--- src/rtl/alu_pkg.sv ---
// Shared types for the ALU share arbiter: ALU opcodes and arbiter FSM states.
// Pure declarations, no logic; imported by the arbiter and the ALU.
// Opcodes above ALU_XOR are legal on the wire and behave as ALU_ADD.
package alu_pkg;

   localparam int DATA_W = 32;
   localparam int OP_W   = 4;

   typedef enum logic [OP_W-1:0] {
      ALU_ADD = 4'd0,
      ALU_SUB = 4'd1,
      ALU_AND = 4'd2,
      ALU_OR  = 4'd3,
      ALU_XOR = 4'd4
   } alu_op_t;

   typedef enum logic [1:0] {
      IDLE = 2'd0,
      EXEC = 2'd1,
      RESP = 2'd2
   } arb_state_t;

endpackage

--- src/rtl/ALU.sv ---
// Combinational 32-bit ALU: ADD/SUB/AND/OR/XOR, unknown opcodes fall back to ADD.
// Latency: zero cycles, purely combinational.
// Backpressure: none; results follow the inputs every cycle.
module ALU
   import alu_pkg::*;
(
   input  logic [DATA_W-1:0] A,
   input  logic [DATA_W-1:0] B,
   input  logic [OP_W-1:0]   ALU_operation,
   output logic [DATA_W-1:0] ALU_result,
   output logic              zero
);

   // Operation select; wrap-around arithmetic, carry out is dropped.
   always_comb begin
      ALU_result = A + B;
      case (ALU_operation)
         ALU_SUB: ALU_result = A - B;
         ALU_AND: ALU_result = A & B;
         ALU_OR:  ALU_result = A | B;
         ALU_XOR: ALU_result = A ^ B;
         default: ALU_result = A + B;
      endcase
   end

   // Equality flag, independent of the selected operation.
   always_comb begin
      zero = (A == B);
   end

endmodule

--- src/rtl/alu_share_arbiter.sv ---
// Round-robin share of one ALU among NUM_REQ valid/ready requesters, tagged registered response.
// Latency: request accepted in cycle T gives rsp_valid in cycle T+2; one op per 3 cycles at best.
// Backpressure: response held stable while rsp_ready=0; no new request accepted until it drains.
module alu_share_arbiter
   import alu_pkg::*;
#(
   parameter int NUM_REQ = 2,
   parameter int ID_W    = (NUM_REQ > 1) ? $clog2(NUM_REQ) : 1
) (
   input  logic                      clk,
   input  logic                      rst_n,
   input  logic [NUM_REQ-1:0]        req_valid,
   output logic [NUM_REQ-1:0]        req_ready,
   input  logic [OP_W*NUM_REQ-1:0]   req_op,
   input  logic [DATA_W*NUM_REQ-1:0] req_a,
   input  logic [DATA_W*NUM_REQ-1:0] req_b,
   output logic                      rsp_valid,
   input  logic                      rsp_ready,
   output logic [ID_W-1:0]           rsp_id,
   output logic [DATA_W-1:0]         rsp_result,
   output logic                      rsp_zero
);

   // FSM and round-robin pointer
   arb_state_t        state_q, state_d;
   logic [ID_W-1:0]   rr_ptr_q, rr_ptr_d;

   // Captured request; the ALU only ever sees these registers
   logic [OP_W-1:0]   op_q, op_d;
   logic [DATA_W-1:0] a_q, a_d;
   logic [DATA_W-1:0] b_q, b_d;
   logic [ID_W-1:0]   id_q, id_d;

   // Registered response
   logic              rsp_valid_q, rsp_valid_d;
   logic [ID_W-1:0]   rsp_id_q, rsp_id_d;
   logic [DATA_W-1:0] rsp_result_q, rsp_result_d;
   logic              rsp_zero_q, rsp_zero_d;

   // Arbitration
   logic              grant_vld;
   logic [ID_W-1:0]   grant_idx;
   logic [NUM_REQ-1:0] grant_oh;
   int                grant_sum;
   logic [ID_W-1:0]   grant_try;
   logic              accept;

   // ALU outputs
   logic [DATA_W-1:0] alu_result;
   logic              alu_zero;

   // Round-robin search starting at rr_ptr; scanning from the far end lets the
   // closest valid requester (smallest offset) be the last one written.
   always_comb begin
      grant_vld = 1'b0;
      grant_idx = '0;
      grant_sum = 0;
      grant_try = '0;
      for (int k = NUM_REQ - 1; k >= 0; k--) begin
         grant_sum = (int'(rr_ptr_q) + k) % NUM_REQ;
         grant_try = ID_W'(grant_sum);
         if (req_valid[grant_try]) begin
            grant_vld = 1'b1;
            grant_idx = grant_try;
         end
      end
   end

   // One-hot form of the winner, used directly as the ready vector.
   always_comb begin
      grant_oh = '0;
      grant_oh[grant_idx] = grant_vld;
   end

   // Ready only in IDLE and never while reset is asserted.
   always_comb begin
      req_ready = '0;
      if (rst_n && (state_q == IDLE)) begin
         req_ready = grant_oh;
      end
      accept = rst_n && (state_q == IDLE) && grant_vld;
   end

   // Next-state, operand capture and response register update.
   always_comb begin
      state_d      = state_q;
      rr_ptr_d     = rr_ptr_q;
      op_d         = op_q;
      a_d          = a_q;
      b_d          = b_q;
      id_d         = id_q;
      rsp_valid_d  = rsp_valid_q;
      rsp_id_d     = rsp_id_q;
      rsp_result_d = rsp_result_q;
      rsp_zero_d   = rsp_zero_q;

      case (state_q)
         IDLE: begin
            if (accept) begin
               for (int i = 0; i < NUM_REQ; i++) begin
                  if (grant_idx == ID_W'(i)) begin
                     op_d = req_op[OP_W*i +: OP_W];
                     a_d  = req_a[DATA_W*i +: DATA_W];
                     b_d  = req_b[DATA_W*i +: DATA_W];
                  end
               end
               id_d    = grant_idx;
               state_d = EXEC;
               // Pointer moves just past the winner so it becomes lowest priority.
               if (grant_idx == ID_W'(NUM_REQ - 1)) begin
                  rr_ptr_d = '0;
               end else begin
                  rr_ptr_d = grant_idx + ID_W'(1);
               end
            end
         end

         EXEC: begin
            rsp_result_d = alu_result;
            rsp_zero_d   = alu_zero;
            rsp_id_d     = id_q;
            rsp_valid_d  = 1'b1;
            state_d      = RESP;
         end

         RESP: begin
            if (rsp_ready) begin
               rsp_valid_d = 1'b0;
               state_d     = IDLE;
            end
         end

         default: begin
            rsp_valid_d = 1'b0;
            state_d     = IDLE;
         end
      endcase
   end

   // State registers; reset throws away any captured operands and pending response.
   always_ff @(posedge clk) begin
      if (!rst_n) begin
         state_q      <= IDLE;
         rr_ptr_q     <= '0;
         op_q         <= '0;
         a_q          <= '0;
         b_q          <= '0;
         id_q         <= '0;
         rsp_valid_q  <= 1'b0;
         rsp_id_q     <= '0;
         rsp_result_q <= '0;
         rsp_zero_q   <= 1'b0;
      end else begin
         state_q      <= state_d;
         rr_ptr_q     <= rr_ptr_d;
         op_q         <= op_d;
         a_q          <= a_d;
         b_q          <= b_d;
         id_q         <= id_d;
         rsp_valid_q  <= rsp_valid_d;
         rsp_id_q     <= rsp_id_d;
         rsp_result_q <= rsp_result_d;
         rsp_zero_q   <= rsp_zero_d;
      end
   end

   ALU u_alu (
      .A             (a_q),
      .B             (b_q),
      .ALU_operation (op_q),
      .ALU_result    (alu_result),
      .zero          (alu_zero)
   );

   assign rsp_valid  = rsp_valid_q;
   assign rsp_id     = rsp_id_q;
   assign rsp_result = rsp_result_q;
   assign rsp_zero   = rsp_zero_q;

endmodule

--- config.mk ---
export PLATFORM = sky130hd
export DESIGN_NAME = alu_share_arbiter
export DESIGN_NICKNAME = d
export VERILOG_FILES = /design/src/rtl/alu_pkg.sv /design/src/rtl/ALU.sv /design/src/rtl/alu_share_arbiter.sv
export SDC_FILE = /design/constraint.sdc
export NUM_CORES = 1
export LEC_CHECK = 0
export BUFFER_PORTS_ARGS = -buffer_cell sky130_fd_sc_hd__buf_2
export CAP_MARGIN = 20
export CORE_MARGIN = 2
export CORE_UTILIZATION = 59
export CTS_BUF_LIST = sky130_fd_sc_hd__clkbuf_4 sky130_fd_sc_hd__clkbuf_8
export DETAILED_ROUTE_END_ITERATION = 6
export PLACE_DENSITY = 0.87
export SYNTH_ARGS = -nofsm -noshare
export SYNTH_HDL_FRONTEND = slang
export SYNTH_HIERARCHICAL = 1
export SYNTH_SLANG_ARGS = --single-unit
--- constraint.sdc ---
create_clock -name clk -period 4.2 [get_ports clk]
set_clock_uncertainty 0.15 [all_clocks]
set_input_delay 0.42 -clock clk [delete_from_list [all_inputs] [get_ports clk]]
set_output_delay 0.42 -clock clk [all_outputs]
set_load 0.005 [all_outputs]
## After elaboration in Yosys (flattened, before gate mapping)

Index checks and enable logic that the tools add are counted.

| cells by class | value |
|---|---|
| bitwise operators | 5 |
| multiplexer cells | 21 |
| shifts and indexed selects | 0 |
| $lt $le $gt $ge | 4 |
| div/mod/pow operators | 0 |
| equal/unequal tests | 9 |
| reductions and logical operators | 7 |
| $add $sub $neg | 4 |
| multipliers | 0 |

Operator list:

| cell | number |
|---|---|
| 32-bit one-hot mux with 4 select lines | 1 |
| 32-bit two-way mux | 2 |
| 32-bit adder | 1 |
| 32-bit bitwise AND | 1 |
| 32-bit equality test | 1 |
| 32-bit OR | 1 |
| 32-bit subtractor | 1 |
| 32-bit bitwise XOR | 1 |
| 1-bit two-way mux | 11 |
| 4-bit by 2-bit equality test with 1-bit output, second input constant | 2 |
| 1-bit by 2-bit < comparator with 1-bit output, second input constant | 3 |
| 2-bit two-way mux | 3 |
| 2-bit one-hot mux with 3 select lines | 1 |
| 2-bit AND reduction | 3 |
| 4-bit by 1-bit equality test with 1-bit output, second input constant | 1 |
| 4-bit by 3-bit equality test with 1-bit output, second input constant | 1 |
| 4-bit two-way mux | 1 |
| 2-bit != test, second input constant | 2 |
| 1-bit logical AND | 3 |
| 1-bit one-hot mux with 3 select lines | 1 |
| 1-bit adder, second input constant | 2 |
| 2-bit bitwise AND | 1 |
| 2-bit by 1-bit equality test with 1-bit output, second input constant | 1 |
| 2-bit equality test, second input constant | 1 |
| other kinds (4) | 4 |

| word-level totals | value |
|---|---|
| bits in latches | 0 |
| register bits | 107 |
| memory bits (writable) | 0 |
| memories | 0 |
| output and inout bits | 37 |
| memory bits (read-only) | 0 |
| word-level logic and storage cells | 60 |

## Depth between registers and ports, before layout

Gate-level depths: netlist of the first run.

| logic depth | value |
|---|---|
| depth in word-level cells | 11 |
| depth in mapped cells | 14 |
| depth with buffers taken out | 14 |

## Cells and area by module

The synthesis of the first run kept the hierarchy.

Modules (own cells, without submodules):

| module | sequential area each (um2) | instances | cells an instance | area an instance (um2) |
|---|---|---|---|---|
| ALU | 0.0 | 1 | 820 | 5,530.3 |
| alu_share_arbiter | 2,142.1 | 1 | 511 | 4,609.4 |

## Worst setup path after synthesis of the first run

No wires, ideal clock.

| timing | value |
|---|---|
| path kind | register to register |
| start | register a_q[0] |
| end | register rsp_result_q[30], in the netlist rsp_result[30] |
| library setup time | 0.070 ns |
| slack | 1.161 ns |
| cell stages (with the launch flop) | 15 |
| arrival time | 2.819 ns |
| path buffers | 0 |
| clock period less this slack | 3.039 ns |
| path through | dfxtp_1 > inv_1 > ha_1 > inv_1 > fa_1 > nor3b_2 > o31ai_2 > a31oi_2 > a21oi_2 > a2111oi_2 > o41ai_2 > or3b_1 > o311ai_2 > nand2_1 > a21boi_1 |

| on the way | value |
|---|---|
| cells in the longest elaborated chain, start to end | 2 |
| elaborated cells on any way between the ends | 3 |

Ends and longest elaborated chain:

| item | line | text |
|---|---|---|
| start, declared | alu_share_arbiter.sv:30 | `logic [DATA_W-1:0] a_q, a_d;` |
| start signal, assigned | alu_share_arbiter.sv:146 | `a_q <= '0;` |
| start signal, assigned | alu_share_arbiter.sv:157 | `a_q <= a_d;` |
| 32-bit adder / 32-bit subtractor (equally long branches) | ALU.sv:22, ALU.sv:18 |  |
| 32-bit one-hot mux with 4 select lines * | ALU.sv:17 | `case (ALU_operation)` |
| net alu_result[30] | alu_share_arbiter.sv:49 | `logic [DATA_W-1:0] alu_result;` |
| end signal, assigned | alu_share_arbiter.sv:162 | `rsp_result_q <= rsp_result_d;` |
| end, declared | alu_share_arbiter.sv:37 | `logic [DATA_W-1:0] rsp_result_q, rsp_result_d;` |

Mark *: on every way through the listed nets, which the timed path passes. The rest lies on a longest branch.
A chain may end at the register's enable or synchronous reset.

## Worst setup path after layout of the first run

| timing | value |
|---|---|
| start | register b_q[0] |
| end | register rsp_result_q[30], in the netlist rsp_result[30] |

| on the way | value |
|---|---|
| cells in the longest elaborated chain, start to end | 2 |
| elaborated cells on any way between the ends | 3 |

Ends and longest elaborated chain:

| item | line | text |
|---|---|---|
| start, declared | alu_share_arbiter.sv:31 | `logic [DATA_W-1:0] b_q, b_d;` |
| start signal, assigned | alu_share_arbiter.sv:147 | `b_q <= '0;` |
| start signal, assigned | alu_share_arbiter.sv:158 | `b_q <= b_d;` |
| 32-bit adder / 32-bit subtractor (equally long branches) | ALU.sv:22, ALU.sv:18 |  |
| 32-bit one-hot mux with 4 select lines * | ALU.sv:17 |  |
| net alu_result[30] | alu_share_arbiter.sv:49 |  |

Marked as above.

==> results of run 1 <==
==> power groups by stage <==
stage | clock [mW] | sequential, mW | combinational (mW)
after floorplan | 0 | 1.23 | 1.51
after global placement | 0 | 1.26 | 1.96
after detailed placement | 0 | 1.27 | 1.99
after CTS | 0.734 | 1.25 | 2.01
after global routing | 0.762 | 1.27 | 2.24
final | 0.733 | 1.25 | 2.08
==> area by class of cell <==
cell class,count,area [µm²]
Multi-Input combinational cell,981,6900
Fill cell,1449,5610
Sequential cell,107,2140
Timing Repair Buffer,195,1030
Inverter,139,522
Tap cell,220,275
Clock buffer,10,138
Clock inverter,6,77.6
==> synthesized netlist by cell type (14+ instances only) <==
cell      count  share of area
nand2_1     132          0.049
a221o_1      49          0.048
a21o_1       15          0.011
nand4_1      14         0.0086
o211ai_1     21          0.016
o21ai_0      60          0.030
buf_2        32          0.016
ha_1         95           0.12
clkbuf_1     42          0.016
dfxtp_1     107           0.21
a21oi_1     104          0.051
a21boi_1     35          0.026
nor4b_1      50          0.043
nor2_1       80          0.030
inv_1       133          0.049
nor3_1       83          0.041
nor2b_1      17          0.010
==> logic make-up after synthesis <==
group | synth area share
buffers and inverters | 0.113
multiplexers | 0.00197
AND/OR/NAND/NOR | 0.226
flip-flops | 0.211
AO/OA/AOI/OAI | 0.323
adder cells (fa/ha/maj) | 0.121
XOR/XNOR | 0.00345
==> sequential cells by signal, indices dropped and copies added, names as in the netlist <==
signal	cells
a_q	32
state_q	2
rr_ptr_q	1
rsp_id	1
rsp_valid	1
rsp_result	32
id_q	1
op_q	4
b_q	32
rsp_zero	1
==> routing by layer <==
layer  up-vias  share of wire
met4         0          0.026
met1      5037           0.42
met2       818           0.42
met3        99           0.13
met5         -              0
li1       5052              -
==> metrics by stage <==
stage	util	setup WS, ps	hold slack, ps	total power, mW
floorplan	-	1160	276	2.74
global placement	0.651	848	284	3.23
detailed placement	0.651	772	292	3.26
CTS	0.664	690	78.2	3.99
global route	0.664	482	90.5	4.26
finish	0.664	645	84.0	4.07
==> worst min-delay path by stage <==
stage / startpoint / endpoint / slack [ps] / cells after the start
finish: req_b[37] / b_q[5] / 80 / 2
global route: req_a[58] / a_q[26] / 90 / 2
CTS: req_a[58] / a_q[26] / 80 / 2
detailed placement: rsp_result[2] / rsp_result[2] / 290 / 2
global placement: id_q / id_q / 280 / 1
floorplan: id_q / id_q / 280 / 1
==> worst max-delay path: stages, from the launching register on <==
cell and delay [ps]:
dfxtp_1 410, ha_1 220, inv_1 60, fa_1 420
nor3b_2 190, o31ai_2 320, a31oi_2 200, a21oi_2 320
a2111oi_2 140, o41ai_2 250, or3b_1 390, o311ai_2 210
nand2_1 80, a21boi_1 140
==> flow_summary.html, run 1 <==
<table>
<tr><th>Metric</th><th>Value</th></tr>
<tr><th colspan="2">Power</th></tr>
<tr><td>P_int</td><td>2.18 mW</td></tr>
<tr><td>Leakage power of the design</td><td>4.69 nW</td></tr>
<tr><td>Share of total power in sequential cells</td><td>0.308</td></tr>
<tr><td>Switching component of the power</td><td>1.89 mW</td></tr>
<tr><td>Share of total power consumed by net switching</td><td>0.463</td></tr>
<tr><td>Largest voltage drop on the vdd net</td><td>0.000202 V</td></tr>
<tr><td>Ratio of total power to cell area</td><td>367 nW/µm²</td></tr>
<tr><td>Combinational power share</td><td>0.512</td></tr>
<tr><td>Clock power frac</td><td>0.180</td></tr>
<tr><th colspan="2">GRT</th></tr>
<tr><td>Global-route wire length before repair</td><td>52.1 mm</td></tr>
<tr><td>Global-route total usage across every layer</td><td>0.362</td></tr>
<tr><td>Number of global-route vias before repair</td><td>9901</td></tr>
<tr><td>Met3 usage</td><td>0.0848</td></tr>
<tr><td>Fraction of met1 tracks used by global routing</td><td>0.514</td></tr>
<tr><td>Most congested layer reported by global routing</td><td>met2</td></tr>
<tr><td>Grt ovf</td><td>0</td></tr>
<tr><td>Met2 global-route usage</td><td>0.542</td></tr>
<tr><td>Initial antenna violation count</td><td>0</td></tr>
<tr><td>Largest net degree at the start of global routing</td><td>69</td></tr>
<tr><th colspan="2">Floorplan</th></tr>
<tr><td>Die Span X</td><td>135 µm</td></tr>
<tr><td>Core Box Area</td><td>16700 µm²</td></tr>
<tr><td>Die boundary height</td><td>135 µm</td></tr>
<tr><td>Starting Density</td><td>0.607</td></tr>
<tr><td>Number of standard-cell rows in the floorplan</td><td>47</td></tr>
<tr><td>Total die area</td><td>18300 µm²</td></tr>
<tr><td>Number of primary I/O pins</td><td>178</td></tr>
<tr><th colspan="2">Clocking</th></tr>
<tr><td>Clock network latency to the later pin of the worst-skew pair</td><td>410 ps</td></tr>
<tr><td>CTS Buffer Depth</td><td>2</td></tr>
<tr><td>Sink count of the clock tree</td><td>107</td></tr>
<tr><td>Post-CTS clock slew at the launch and capture registers of the worst setup and hold paths</td><td>120 ps</td></tr>
<tr><td>TritonCTS clock tree</td><td>done</td></tr>
<tr><td>Clock Root Buffer</td><td>clkbuf_8</td></tr>
<tr><td>Level count of the clock H-tree</td><td>3</td></tr>
<tr><td>Post-CTS Repair Setup Buffers</td><td>0</td></tr>
<tr><td>Number of resized instances in the post-cts repair step</td><td>0</td></tr>
<tr><td>Number of buffers inserted during clock tree synthesis</td><td>9</td></tr>
<tr><td>Number of hold buffers added after cts</td><td>0</td></tr>
<tr><th colspan="2">Synthesis</th></tr>
<tr><td>Async S/R FF share, synth</td><td>0</td></tr>
<tr><td>Portion of the post-synthesis area used by sequential elements</td><td>0.211</td></tr>
<tr><td>Warnings, synthesis</td><td>6</td></tr>
<tr><td>Post-synthesis instance total</td><td>1331</td></tr>
<tr><td>Average size of a mapped cell</td><td>7.62 µm²</td></tr>
<tr><td>Syn Std Cell Area</td><td>10100 µm²</td></tr>
<tr><td>Number of flops mapped to enable cells by yosys</td><td>0</td></tr>
<tr><td>Unique masters post-synth</td><td>98</td></tr>
<tr><td>Most used DFF post-synth</td><td>dfxtp_1</td></tr>
<tr><td>Synthesized net count</td><td>1569</td></tr>
<tr><td>Yosys reg bits</td><td>107</td></tr>
<tr><th colspan="2">Finish</th></tr>
<tr><td>Most common library cell in the layout ignoring fill and taps</td><td>buf_2</td></tr>
<tr><td>Layout Area Growth over Synthesis</td><td>9.34%</td></tr>
<tr><td>Design Area, Final</td><td>11100 µm²</td></tr>
<tr><td>Layout cell share with drive strength beyond 1</td><td>0.186</td></tr>
<tr><td>Finished Layout Cells</td><td>1658</td></tr>
<tr><td>Final antenna diode count</td><td>0</td></tr>
<tr><td>Post-layout net count</td><td>1671</td></tr>
<tr><td>Most frequent cells in the layout</td><td>buf_2 (177), inv_1 (133), nand2_1 (132)</td></tr>
<tr><th colspan="2">Place</th></tr>
<tr><td>DP Area</td><td>10900 µm²</td></tr>
<tr><td>Post-placement cell count</td><td>1642</td></tr>
<tr><td>Total half-perimeter wirelength after legalization and detailed placement</td><td>25.3 mm</td></tr>
<tr><td>Number of port buffers</td><td>177</td></tr>
<tr><td>Placer's final routability congestion estimate</td><td>1.06</td></tr>
<tr><th colspan="2">STA</th></tr>
<tr><td>Post-route minimum period</td><td>3560 ps</td></tr>
<tr><td>Number of endpoints with negative hold slack in the final report</td><td>0</td></tr>
<tr><td>Setup TNS</td><td>0 ps</td></tr>
<tr><td>Final Cycle Share</td><td>0.846</td></tr>
<tr><td>Final setup fails</td><td>0</td></tr>
<tr><td>RSZ-0062 raised after global routing</td><td>false</td></tr>
<tr><td>Maximum achievable frequency</td><td>281 MHz</td></tr>
<tr><td>Relative slew margins</td><td>0.366</td></tr>
<tr><td>Pins over their slew limit</td><td>0</td></tr>
<tr><td>Pin slew with the least headroom to its limit</td><td>951 ps</td></tr>
<tr><th colspan="2">Setup path</th></tr>
<tr><td>Critical path data arrival time</td><td>3760 ps</td></tr>
<tr><td>Critical path origin</td><td>b_q[0]</td></tr>
<tr><td>Kind of start point of the critical path</td><td>register</td></tr>
<tr><td>Maximum fanout along the worst path</td><td>5</td></tr>
<tr><td>Critical Path End Type</td><td>register</td></tr>
<tr><td>Destination of the critical timing path</td><td>rsp_result[30]</td></tr>
<tr><td>Worst Reg-to-Reg Cells</td><td>13</td></tr>
<tr><td>Startpoint of the worst-slack reg-to-reg timing path</td><td>b_q[0]</td></tr>
<tr><td>Register-to-register path setup slack</td><td>640 ps</td></tr>
<tr><td>Class of the most critical setup path</td><td>reg2reg</td></tr>
<tr><td>Required time at the endpoint of the critical path</td><td>4400 ps</td></tr>
<tr><td>Endpoint of the lowest-slack register-to-register path</td><td>rsp_result[30]</td></tr>
<tr><th colspan="2">Worst hold path</th></tr>
<tr><td>Worst min-delay path class</td><td>in2reg</td></tr>
<tr><th colspan="2">Drt</th></tr>
<tr><td>DRT antenna net count</td><td>0</td></tr>
<tr><td>Average vias per placed instance</td><td>6.64</td></tr>
<tr><td>Via count</td><td>11000</td></tr>
<tr><td>Number of detailed-routing iterations run before antenna repair</td><td>6</td></tr>
<tr><td>Total wire length after detailed routing</td><td>34.1 mm</td></tr>
<tr><td>Wire length per cell after detailed routing</td><td>20.6 µm</td></tr>
<tr><td>Residual DRC</td><td>0</td></tr>
<tr><td>Iter 0 DRT Violations</td><td>1512</td></tr>
<tr><th colspan="2">Run</th></tr>
<tr><td>Reported max-cap violation count</td><td>0</td></tr>
<tr><th colspan="2">Outcome</th></tr>
<tr><td>Outcome</td><td>finished, final reports clean</td></tr>
</table>
Note: power is estimated with default switching activity, not from simulation.
==> inputs of run 2 (changes only) <==
ABC_AREA = 1   (was unset)
CORE_UTILIZATION = 54   (was 59)
PLACE_DENSITY = 0.84   (was 0.87)
clock period = 3.04 ns   (was 4.2 ns; I/O delays follow)
==> run 2 against run 1 <==
Compared with the run above:
- the run now ends with DRC left
- final cell count is 47% higher
- worst setup slack got worse by 430 ps
- non-clock buffer count rose by 25
- count of clock-buffer cells in the layout shrank 1
- register-to-register slack got worse by 430 ps
- area after synthesis increased by 12%
- critical path depth stayed put
- first-iteration DRC count fell by 20%
- largest cell class unchanged
- combinational power up 22%
- synthesized cell count increased by 52%
==> flow_summary.html, run 2 <==
<table>
<tr><th>Metric</th><th>Value</th></tr>
<tr><th colspan="2">Clocking</th></tr>
<tr><td>Level count of the clock H-tree</td><td>3</td></tr>
<tr><td>Number of hold buffers added after cts</td><td>0</td></tr>
<tr><td>Clock Root Buffer</td><td>clkbuf_8</td></tr>
<tr><td>Number of buffers inserted during clock tree synthesis</td><td>9</td></tr>
<tr><td>Post-CTS clock slew at the launch and capture registers of the worst setup and hold paths</td><td>120 ps</td></tr>
<tr><td>Sink count of the clock tree</td><td>107</td></tr>
<tr><td>Post-CTS Repair Setup Buffers</td><td>0</td></tr>
<tr><td>TritonCTS clock tree</td><td>done</td></tr>
<tr><td>Clock network latency to the later pin of the worst-skew pair</td><td>410 ps</td></tr>
<tr><td>CTS Buffer Depth</td><td>2</td></tr>
<tr><th colspan="2">Floorplan</th></tr>
<tr><td>Die Span X</td><td>149 µm</td></tr>
<tr><td>Total die area</td><td>22200 µm²</td></tr>
<tr><td>Starting Density</td><td>0.546</td></tr>
<tr><td>Number of primary I/O pins</td><td>178</td></tr>
<tr><td>Core Box Area</td><td>20800 µm²</td></tr>
<tr><td>Die boundary height</td><td>149 µm</td></tr>
<tr><td>Number of standard-cell rows in the floorplan</td><td>53</td></tr>
<tr><th colspan="2">Synthesis</th></tr>
<tr><td>Number of flops mapped to enable cells by yosys</td><td>0</td></tr>
<tr><td>Average size of a mapped cell</td><td>5.62 µm²</td></tr>
<tr><td>Area share of the leading cell type in the synthesized netlist</td><td>0.219</td></tr>
<tr><td>Async S/R FF share, synth</td><td>0</td></tr>
<tr><td>Warnings, synthesis</td><td>6</td></tr>
<tr><td>Synthesized net count</td><td>2258</td></tr>
<tr><td>Most instantiated cells after synthesis</td><td>nand2_1 (664), inv_1 (312), nor2_1 (230)</td></tr>
<tr><td>Post-synthesis instance total</td><td>2020</td></tr>
<tr><td>Most used DFF post-synth</td><td>dfxtp_1</td></tr>
<tr><td>Yosys reg bits</td><td>107</td></tr>
<tr><td>Unique masters post-synth</td><td>49</td></tr>
<tr><td>Count leader, synth</td><td>nand2_1</td></tr>
<tr><td>Dominant cells by area after synthesis</td><td>nand2_1 (22%), dfxtp_1 (19%), ha_1 (10%), inv_1 (10%), nor2_1 (7.6%)</td></tr>
<tr><td>Portion of the post-synthesis area used by sequential elements</td><td>0.189</td></tr>
<tr><td>Syn Std Cell Area</td><td>11400 µm²</td></tr>
<tr><td>Cell type contributing the most total cell area after synthesis</td><td>nand2_1</td></tr>
<tr><th colspan="2">STA</th></tr>
<tr><td>Maximum achievable frequency</td><td>354 MHz</td></tr>
<tr><td>Pin slew with the least headroom to its limit</td><td>872 ps</td></tr>
<tr><td>Number of endpoints with negative hold slack in the final report</td><td>0</td></tr>
<tr><td>Pins over their slew limit</td><td>0</td></tr>
<tr><td>Setup TNS</td><td>0 ps</td></tr>
<tr><td>RSZ-0062 raised after global routing</td><td>false</td></tr>
<tr><td>Post-route minimum period</td><td>2830 ps</td></tr>
<tr><td>Final Cycle Share</td><td>0.930</td></tr>
<tr><td>Relative slew margins</td><td>0.418</td></tr>
<tr><td>Final setup fails</td><td>0</td></tr>
<tr><td>Final setup margin</td><td>213 ps</td></tr>
<tr><th colspan="2">Power</th></tr>
<tr><td>P_int</td><td>2.67 mW</td></tr>
<tr><td>Switching component of the power</td><td>2.42 mW</td></tr>
<tr><td>Leakage power of the design</td><td>7.06 nW</td></tr>
<tr><td>Pwr Total</td><td>5.08 mW</td></tr>
<tr><td>Share of total power in sequential cells</td><td>0.320</td></tr>
<tr><td>Clock power frac</td><td>0.183</td></tr>
<tr><td>Share of total power consumed by net switching</td><td>0.475</td></tr>
<tr><td>Largest voltage drop on the vdd net</td><td>0.000240 V</td></tr>
<tr><td>Ratio of total power to cell area</td><td>403 nW/µm²</td></tr>
<tr><td>Combinational power share</td><td>0.497</td></tr>
<tr><th colspan="2">Finish</th></tr>
<tr><td>Core occupancy in the finished layout</td><td>0.606</td></tr>
<tr><td>Final antenna diode count</td><td>0</td></tr>
<tr><td>Layout cell share with drive strength beyond 1</td><td>0.155</td></tr>
<tr><td>Design Area, Final</td><td>12600 µm²</td></tr>
<tr><td>Filler instances</td><td>2141</td></tr>
<tr><td>Most common library cell in the layout ignoring fill and taps</td><td>nand2_1</td></tr>
<tr><td>Most frequent cells in the layout</td><td>nand2_1 (663), inv_1 (312), nor2_1 (230)</td></tr>
<tr><td>Layout Area Growth over Synthesis</td><td>11.0%</td></tr>
<tr><td>Post-layout net count</td><td>2399</td></tr>
<tr><th colspan="2">GRT</th></tr>
<tr><td>Global-route total usage across every layer</td><td>0.367</td></tr>
<tr><td>Global-route wire length before repair</td><td>62.8 mm</td></tr>
<tr><td>Largest net degree at the start of global routing</td><td>63</td></tr>
<tr><td>Initial antenna violation count</td><td>1</td></tr>
<tr><td>Grt ovf</td><td>0</td></tr>
<tr><td>Number of global-route vias before repair</td><td>11600</td></tr>
<tr><th colspan="2">Setup path</th></tr>
<tr><td>Most Frequent Cell on Critical Path</td><td>nor2_1</td></tr>
<tr><td>Delay of the slowest cell on the worst path</td><td>530 ps</td></tr>
<tr><td>Critical Path End Type</td><td>register</td></tr>
<tr><td>Required time at the endpoint of the critical path</td><td>3210 ps</td></tr>
<tr><td>Cell Chain, Critical Path</td><td>inv_1 -&gt; ha_1 -&gt; inv_1 -&gt; a21oi_1 -&gt; nor2_1 -&gt; nor2_1 -&gt; nand2_1 -&gt; a21oi_1 -&gt; nand3_1 -&gt; nand3_1 -&gt; nand3_2 -&gt; o21ai_0 -&gt; nor2_1</td></tr>
<tr><td>Kind of start point of the critical path</td><td>register</td></tr>
<tr><td>Class of the most critical setup path</td><td>reg2reg</td></tr>
<tr><td>Critical path data arrival time</td><td>3000 ps</td></tr>
<tr><td>Maximum fanout along the worst path</td><td>8</td></tr>
<tr><td>Highest-delay cell along the critical path</td><td>ha_1</td></tr>
<tr><th colspan="2">Drt</th></tr>
<tr><td>Total wire length after detailed routing</td><td>40.9 mm</td></tr>
<tr><td>Wire length per cell after detailed routing</td><td>16.7 µm</td></tr>
<tr><td>WL met3</td><td>4.14 mm</td></tr>
<tr><td>DR WL met2</td><td>16.8 mm</td></tr>
<tr><td>Residual DRC</td><td>2</td></tr>
<tr><td>Via count</td><td>12900</td></tr>
<tr><td>Number of detailed-routing iterations run before antenna repair</td><td>7</td></tr>
<tr><td>Routed met1 length</td><td>18.9 mm</td></tr>
<tr><td>Average vias per placed instance</td><td>5.30</td></tr>
<tr><td>Top routing layer used</td><td>met4</td></tr>
<tr><td>Iter 0 DRT Violations</td><td>1203</td></tr>
<tr><td>DRT antenna net count</td><td>0</td></tr>
<tr><th colspan="2">Place</th></tr>
<tr><td>Placer's final routability congestion estimate</td><td>0.997</td></tr>
<tr><td>Total half-perimeter wirelength after legalization and detailed placement</td><td>32.4 mm</td></tr>
<tr><td>DP Area</td><td>12400 µm²</td></tr>
<tr><td>Worst slack at placement</td><td>267 ps</td></tr>
<tr><td>Number of port buffers</td><td>177</td></tr>
<tr><th colspan="2">Outcome</th></tr>
<tr><td>Outcome</td><td>finished with violations</td></tr>
<tr><td>Violated checks</td><td>DRC</td></tr>
<tr><th colspan="2">Run</th></tr>
<tr><td>Reported max-cap violation count</td><td>0</td></tr>
<tr><th colspan="2">Worst hold path</th></tr>
<tr><td>Worst min-delay path class</td><td>in2reg</td></tr>
</table>
[run 2: cell types whose count changed after synthesis, sizes merged, moves of 14 or more]
cell / previous run / this run
a21boi: 39 / 0
a21o: 16 / 2
a221o: 49 / 0
clkbuf: 42 / 23
inv: 139 / 337
nand2: 132 / 689
nand3: 12 / 140
nor2: 81 / 262
nor2b: 17 / 0
nor3: 83 / 12
nor4b: 51 / 0
o211ai: 24 / 1
xor2: 0 / 15
[run 2: area by class of cell]
cell class,instances,area (µm²),share of cell area
multi-input combinational,1484,7420,0.588
clock buffer,9,124,0.00982
timing repair buffer,220,1250,0.0988
tap,275,344,0.0273
clock inverter,7,62.6,0.00496
sequential,107,2140,0.170
inverter,339,1270,0.101
[run 2: worst paths after layout]
path	from	endpoint	slack, ps	cells after the start
worst max-delay path	a_q[25]	rsp_result[28]	210	13
worst min-delay path	rsp_ready	state_q[1]	40	3
worst max register to register	a_q[25]	rsp_result[28]	210	13
worst min register to register	id_q	id_q	320	2
[run 2: routing by layer]
metal,global-route usage,vias up
met5,0,-
met4,0.0948,0
met3,0.0859,65
met2,0.544,558
met1,0.532,5847
li1,-,6465
[run 2: what timing repair did]
action,in CTS,in global routing
setup endpoints to repair,0,4
endpoints found under the hold margin,0,0
resized for setup,0,1
[run 2: critical path, delay by kind of cell (launching register included)]
| kind | cells | cell delay, ps |
|---|---|---|
| AO/OA/AOI/OAI | 3 | 620 |
| adder cells (fa/ha/maj) | 1 | 530 |
| buffers and inverters | 2 | 310 |
| flip-flops | 1 | 440 |
| AND/OR/NAND/NOR | 7 | 680 |
[run 2: through the flow]
stage | cells | hold slack [ps]
6_report | 2441 | 44.8
3_3_place_gp | 2425 | 296
3_5_place_dp | 2425 | 301
4_1_cts | 2441 | 33.1
2_1_floorplan | 2020 | 284
5_1_grt | 2441 | 50.6
[run 2: cells by family after synthesis]
group,count (synthesis),share of synthesized area
XOR/XNOR,15,0.0116
buffers and inverters,429,0.158
AND/OR/NAND/NOR,1130,0.417
AO/OA/AOI/OAI,242,0.116
adder cells (fa/ha/maj),97,0.108
flip-flops,107,0.189
[run 2: power groups by stage]
stage	clock, mW	sequential, mW	combinational, mW
final	0.931	1.63	2.53
after global routing	0.988	1.64	2.81
after CTS	0.935	1.62	2.46
after detailed placement	0	1.66	2.46
after global placement	0	1.65	2.44
after floorplan	0	1.64	1.71
==> inputs of run 3 (changes only) <==
CORE_UTILIZATION = 50   (was 54)
PLACE_DENSITY = 0.76   (was 0.84)
REMOVE_ABC_BUFFERS = 1   (was unset)
clock period = 3.2 ns   (was 3.04 ns; I/O delays follow)
==> run 3 against run 2 <==
Compared with the run above:
- largest cell class unchanged
- the run now ends clean
- first-iteration DRC count is 1.8% higher
- core utilization is 5.0 points lower
- highest routed layer unchanged
- sequential share of layout area is 0.14 points higher
- count of clock-buffer cells in the layout is 2 higher
==> flow_summary.html, run 3 (synthesis results as in run 2) <==
<table>
<tr><th>Metric</th><th>Value</th></tr>
<tr><th colspan="2">Outcome</th></tr>
<tr><td>Outcome</td><td>finished, final reports clean</td></tr>
<tr><th colspan="2">STA</th></tr>
<tr><td>Pins over their slew limit</td><td>0</td></tr>
<tr><td>Final setup fails</td><td>0</td></tr>
<tr><td>Pin slew with the least headroom to its limit</td><td>988 ps</td></tr>
<tr><td>Post-route minimum period</td><td>2890 ps</td></tr>
<tr><td>Relative slew margins</td><td>0.341</td></tr>
<tr><td>Maximum achievable frequency</td><td>346 MHz</td></tr>
<tr><td>Setup TNS</td><td>0 ps</td></tr>
<tr><td>Final Cycle Share</td><td>0.903</td></tr>
<tr><td>Final setup margin</td><td>312 ps</td></tr>
<tr><td>RSZ-0062 raised after global routing</td><td>false</td></tr>
<tr><td>Number of endpoints with negative hold slack in the final report</td><td>0</td></tr>
<tr><th colspan="2">Floorplan</th></tr>
<tr><td>Total die area</td><td>23900 µm²</td></tr>
<tr><td>Die Span X</td><td>155 µm</td></tr>
<tr><td>Die boundary height</td><td>155 µm</td></tr>
<tr><td>Number of primary I/O pins</td><td>178</td></tr>
<tr><td>Starting Density</td><td>0.505</td></tr>
<tr><td>Core Box Area</td><td>22500 µm²</td></tr>
<tr><td>Number of standard-cell rows in the floorplan</td><td>55</td></tr>
<tr><th colspan="2">Place</th></tr>
<tr><td>Placer's final routability congestion estimate</td><td>1.00</td></tr>
<tr><td>Total half-perimeter wirelength after legalization and detailed placement</td><td>32.0 mm</td></tr>
<tr><td>DP Area</td><td>12300 µm²</td></tr>
<tr><td>Worst slack at placement</td><td>455 ps</td></tr>
<tr><td>Number of port buffers</td><td>177</td></tr>
<tr><th colspan="2">Clocking</th></tr>
<tr><td>Number of hold buffers added after cts</td><td>0</td></tr>
<tr><td>TritonCTS clock tree</td><td>done</td></tr>
<tr><td>Level count of the clock H-tree</td><td>3</td></tr>
<tr><td>Sink count of the clock tree</td><td>107</td></tr>
<tr><td>Post-CTS Repair Setup Buffers</td><td>0</td></tr>
<tr><td>Number of buffers inserted during clock tree synthesis</td><td>9</td></tr>
<tr><td>Clock network latency to the later pin of the worst-skew pair</td><td>410 ps</td></tr>
<tr><td>CTS Buffer Depth</td><td>2</td></tr>
<tr><td>Post-CTS clock slew at the launch and capture registers of the worst setup and hold paths</td><td>130 ps</td></tr>
<tr><td>Clock Root Buffer</td><td>clkbuf_8</td></tr>
<tr><td>Number of resized instances in the post-cts repair step</td><td>0</td></tr>
<tr><th colspan="2">Setup path</th></tr>
<tr><td>Highest-delay cell along the critical path</td><td>ha_1</td></tr>
<tr><td>Kind of start point of the critical path</td><td>register</td></tr>
<tr><td>Class of the most critical setup path</td><td>reg2reg</td></tr>
<tr><td>Critical Path End Type</td><td>register</td></tr>
<tr><td>Most Frequent Cell on Critical Path</td><td>nand2_1</td></tr>
<tr><td>Delay of the slowest cell on the worst path</td><td>460 ps</td></tr>
<tr><td>Maximum fanout along the worst path</td><td>8</td></tr>
<tr><td>Critical path data arrival time</td><td>3030 ps</td></tr>
<tr><td>Required time at the endpoint of the critical path</td><td>3340 ps</td></tr>
<tr><td>Cell Chain, Critical Path</td><td>inv_1 -&gt; ha_1 -&gt; nor2_1 -&gt; nand3_1 -&gt; nand2_1 -&gt; nand2_1 -&gt; nand2_1 -&gt; nand2_1 -&gt; nand2_1 -&gt; nand2_1 -&gt; nand3_1 -&gt; nand3_1 -&gt; o21ai_0 -&gt; nor2_1</td></tr>
<tr><td>Worst path bufs/invs</td><td>1</td></tr>
<tr><td>Gate family responsible for the most delay along the worst path</td><td>simple AND/OR/NAND/NOR gates</td></tr>
<tr><th colspan="2">Finish</th></tr>
<tr><td>Layout Area Growth over Synthesis</td><td>10.1%</td></tr>
<tr><td>Filler instances</td><td>2457</td></tr>
<tr><td>Core occupancy in the finished layout</td><td>0.556</td></tr>
<tr><td>Final antenna diode count</td><td>0</td></tr>
<tr><td>Design Area, Final</td><td>12500 µm²</td></tr>
<tr><td>Post-layout net count</td><td>2387</td></tr>
<tr><td>Most frequent cells in the layout</td><td>nand2_1 (663), inv_1 (312), nor2_1 (230)</td></tr>
<tr><td>Layout cell share with drive strength beyond 1</td><td>0.149</td></tr>
<tr><td>Most common library cell in the layout ignoring fill and taps</td><td>nand2_1</td></tr>
<tr><th colspan="2">GRT</th></tr>
<tr><td>Largest net degree at the start of global routing</td><td>47</td></tr>
<tr><td>Grt ovf</td><td>0</td></tr>
<tr><td>Number of global-route vias before repair</td><td>11300</td></tr>
<tr><td>Global-route total usage across every layer</td><td>0.335</td></tr>
<tr><td>Initial antenna violation count</td><td>0</td></tr>
<tr><td>Global-route wire length before repair</td><td>61.9 mm</td></tr>
<tr><th colspan="2">Power</th></tr>
<tr><td>Largest voltage drop on the vdd net</td><td>0.000295 V</td></tr>
<tr><td>Ratio of total power to cell area</td><td>381 nW/µm²</td></tr>
<tr><td>Leakage power of the design</td><td>6.98 nW</td></tr>
<tr><td>Pwr Total</td><td>4.77 mW</td></tr>
<tr><th colspan="2">Drt</th></tr>
<tr><td>Via count</td><td>12700</td></tr>
<tr><td>Wire length per cell after detailed routing</td><td>16.5 µm</td></tr>
<tr><td>Average vias per placed instance</td><td>5.22</td></tr>
<tr><td>Total wire length after detailed routing</td><td>40.2 mm</td></tr>
<tr><td>Number of detailed-routing iterations run before antenna repair</td><td>6</td></tr>
<tr><td>Iter 0 DRT Violations</td><td>1225</td></tr>
<tr><td>DRT antenna net count</td><td>0</td></tr>
<tr><td>Residual DRC</td><td>0</td></tr>
<tr><th colspan="2">Worst hold path</th></tr>
<tr><td>Worst min-delay path class</td><td>in2reg</td></tr>
<tr><th colspan="2">Run</th></tr>
<tr><td>Reported max-cap violation count</td><td>0</td></tr>
</table>
==> run 3: layout make-up <==
| class | count | area, µm² | share of cell area |
|---|---|---|---|
| Sequential cell | 107 | 2140 | 0.171 |
| Inverter | 339 | 1270 | 0.102 |
| Tap cell | 285 | 357 | 0.0285 |
| Clock buffer | 11 | 145 | 0.0116 |
| Clock inverter | 5 | 37.5 | 0.00300 |
| Timing Repair Buffer | 208 | 1130 | 0.0904 |
| Multi-Input combinational cell | 1484 | 7430 | 0.594 |
==> run 3: where the power goes <==
part           switching (mW)  internal (mW)  leakage [nW]
registers              0.0927           1.45         0.878
clock network           0.557          0.318        0.0894
logic                    1.60          0.752          6.02
total                    2.25           2.52          6.98
==> run 3: metal layers <==
layer,track usage,share of wire,vias to the layer above
li1,-,-,6447
met1,0.484,0.48,5733
met2,0.516,0.42,512
met3,0.0706,0.091,32
met4,0.0631,0.013,0
met5,0,0,-
==> run 3: worst paths after layout <==
| check | from | to | slack (ps) | cells past startpoint |
|---|---|---|---|---|
| worst max-delay path | a_q[5] | rsp_result[18] | 310 | 14 |
| worst min-delay path | rsp_ready | rsp_valid | 40 | 3 |
| worst max register to register | a_q[5] | rsp_result[18] | 310 | 14 |
| worst min register to register | id_q | id_q | 320 | 2 |
==> run 3: stage by stage <==
step           hold WS [ps]  std cells
2_1_floorplan           287       1930
3_3_place_gp            296       2423
3_5_place_dp            311       2423
4_1_cts                24.9       2439
5_1_grt                67.0       2439
6_report               41.6       2439
==> run 3: worst register-to-register path: cells and delay by family, from the launching register on <==
family,cells,cell delay [ps]
AO/OA/AOI/OAI,1,200
buffers and inverters,1,70
flip-flops,1,400
AND/OR/NAND/NOR,11,1490
adder cells (fa/ha/maj),1,460
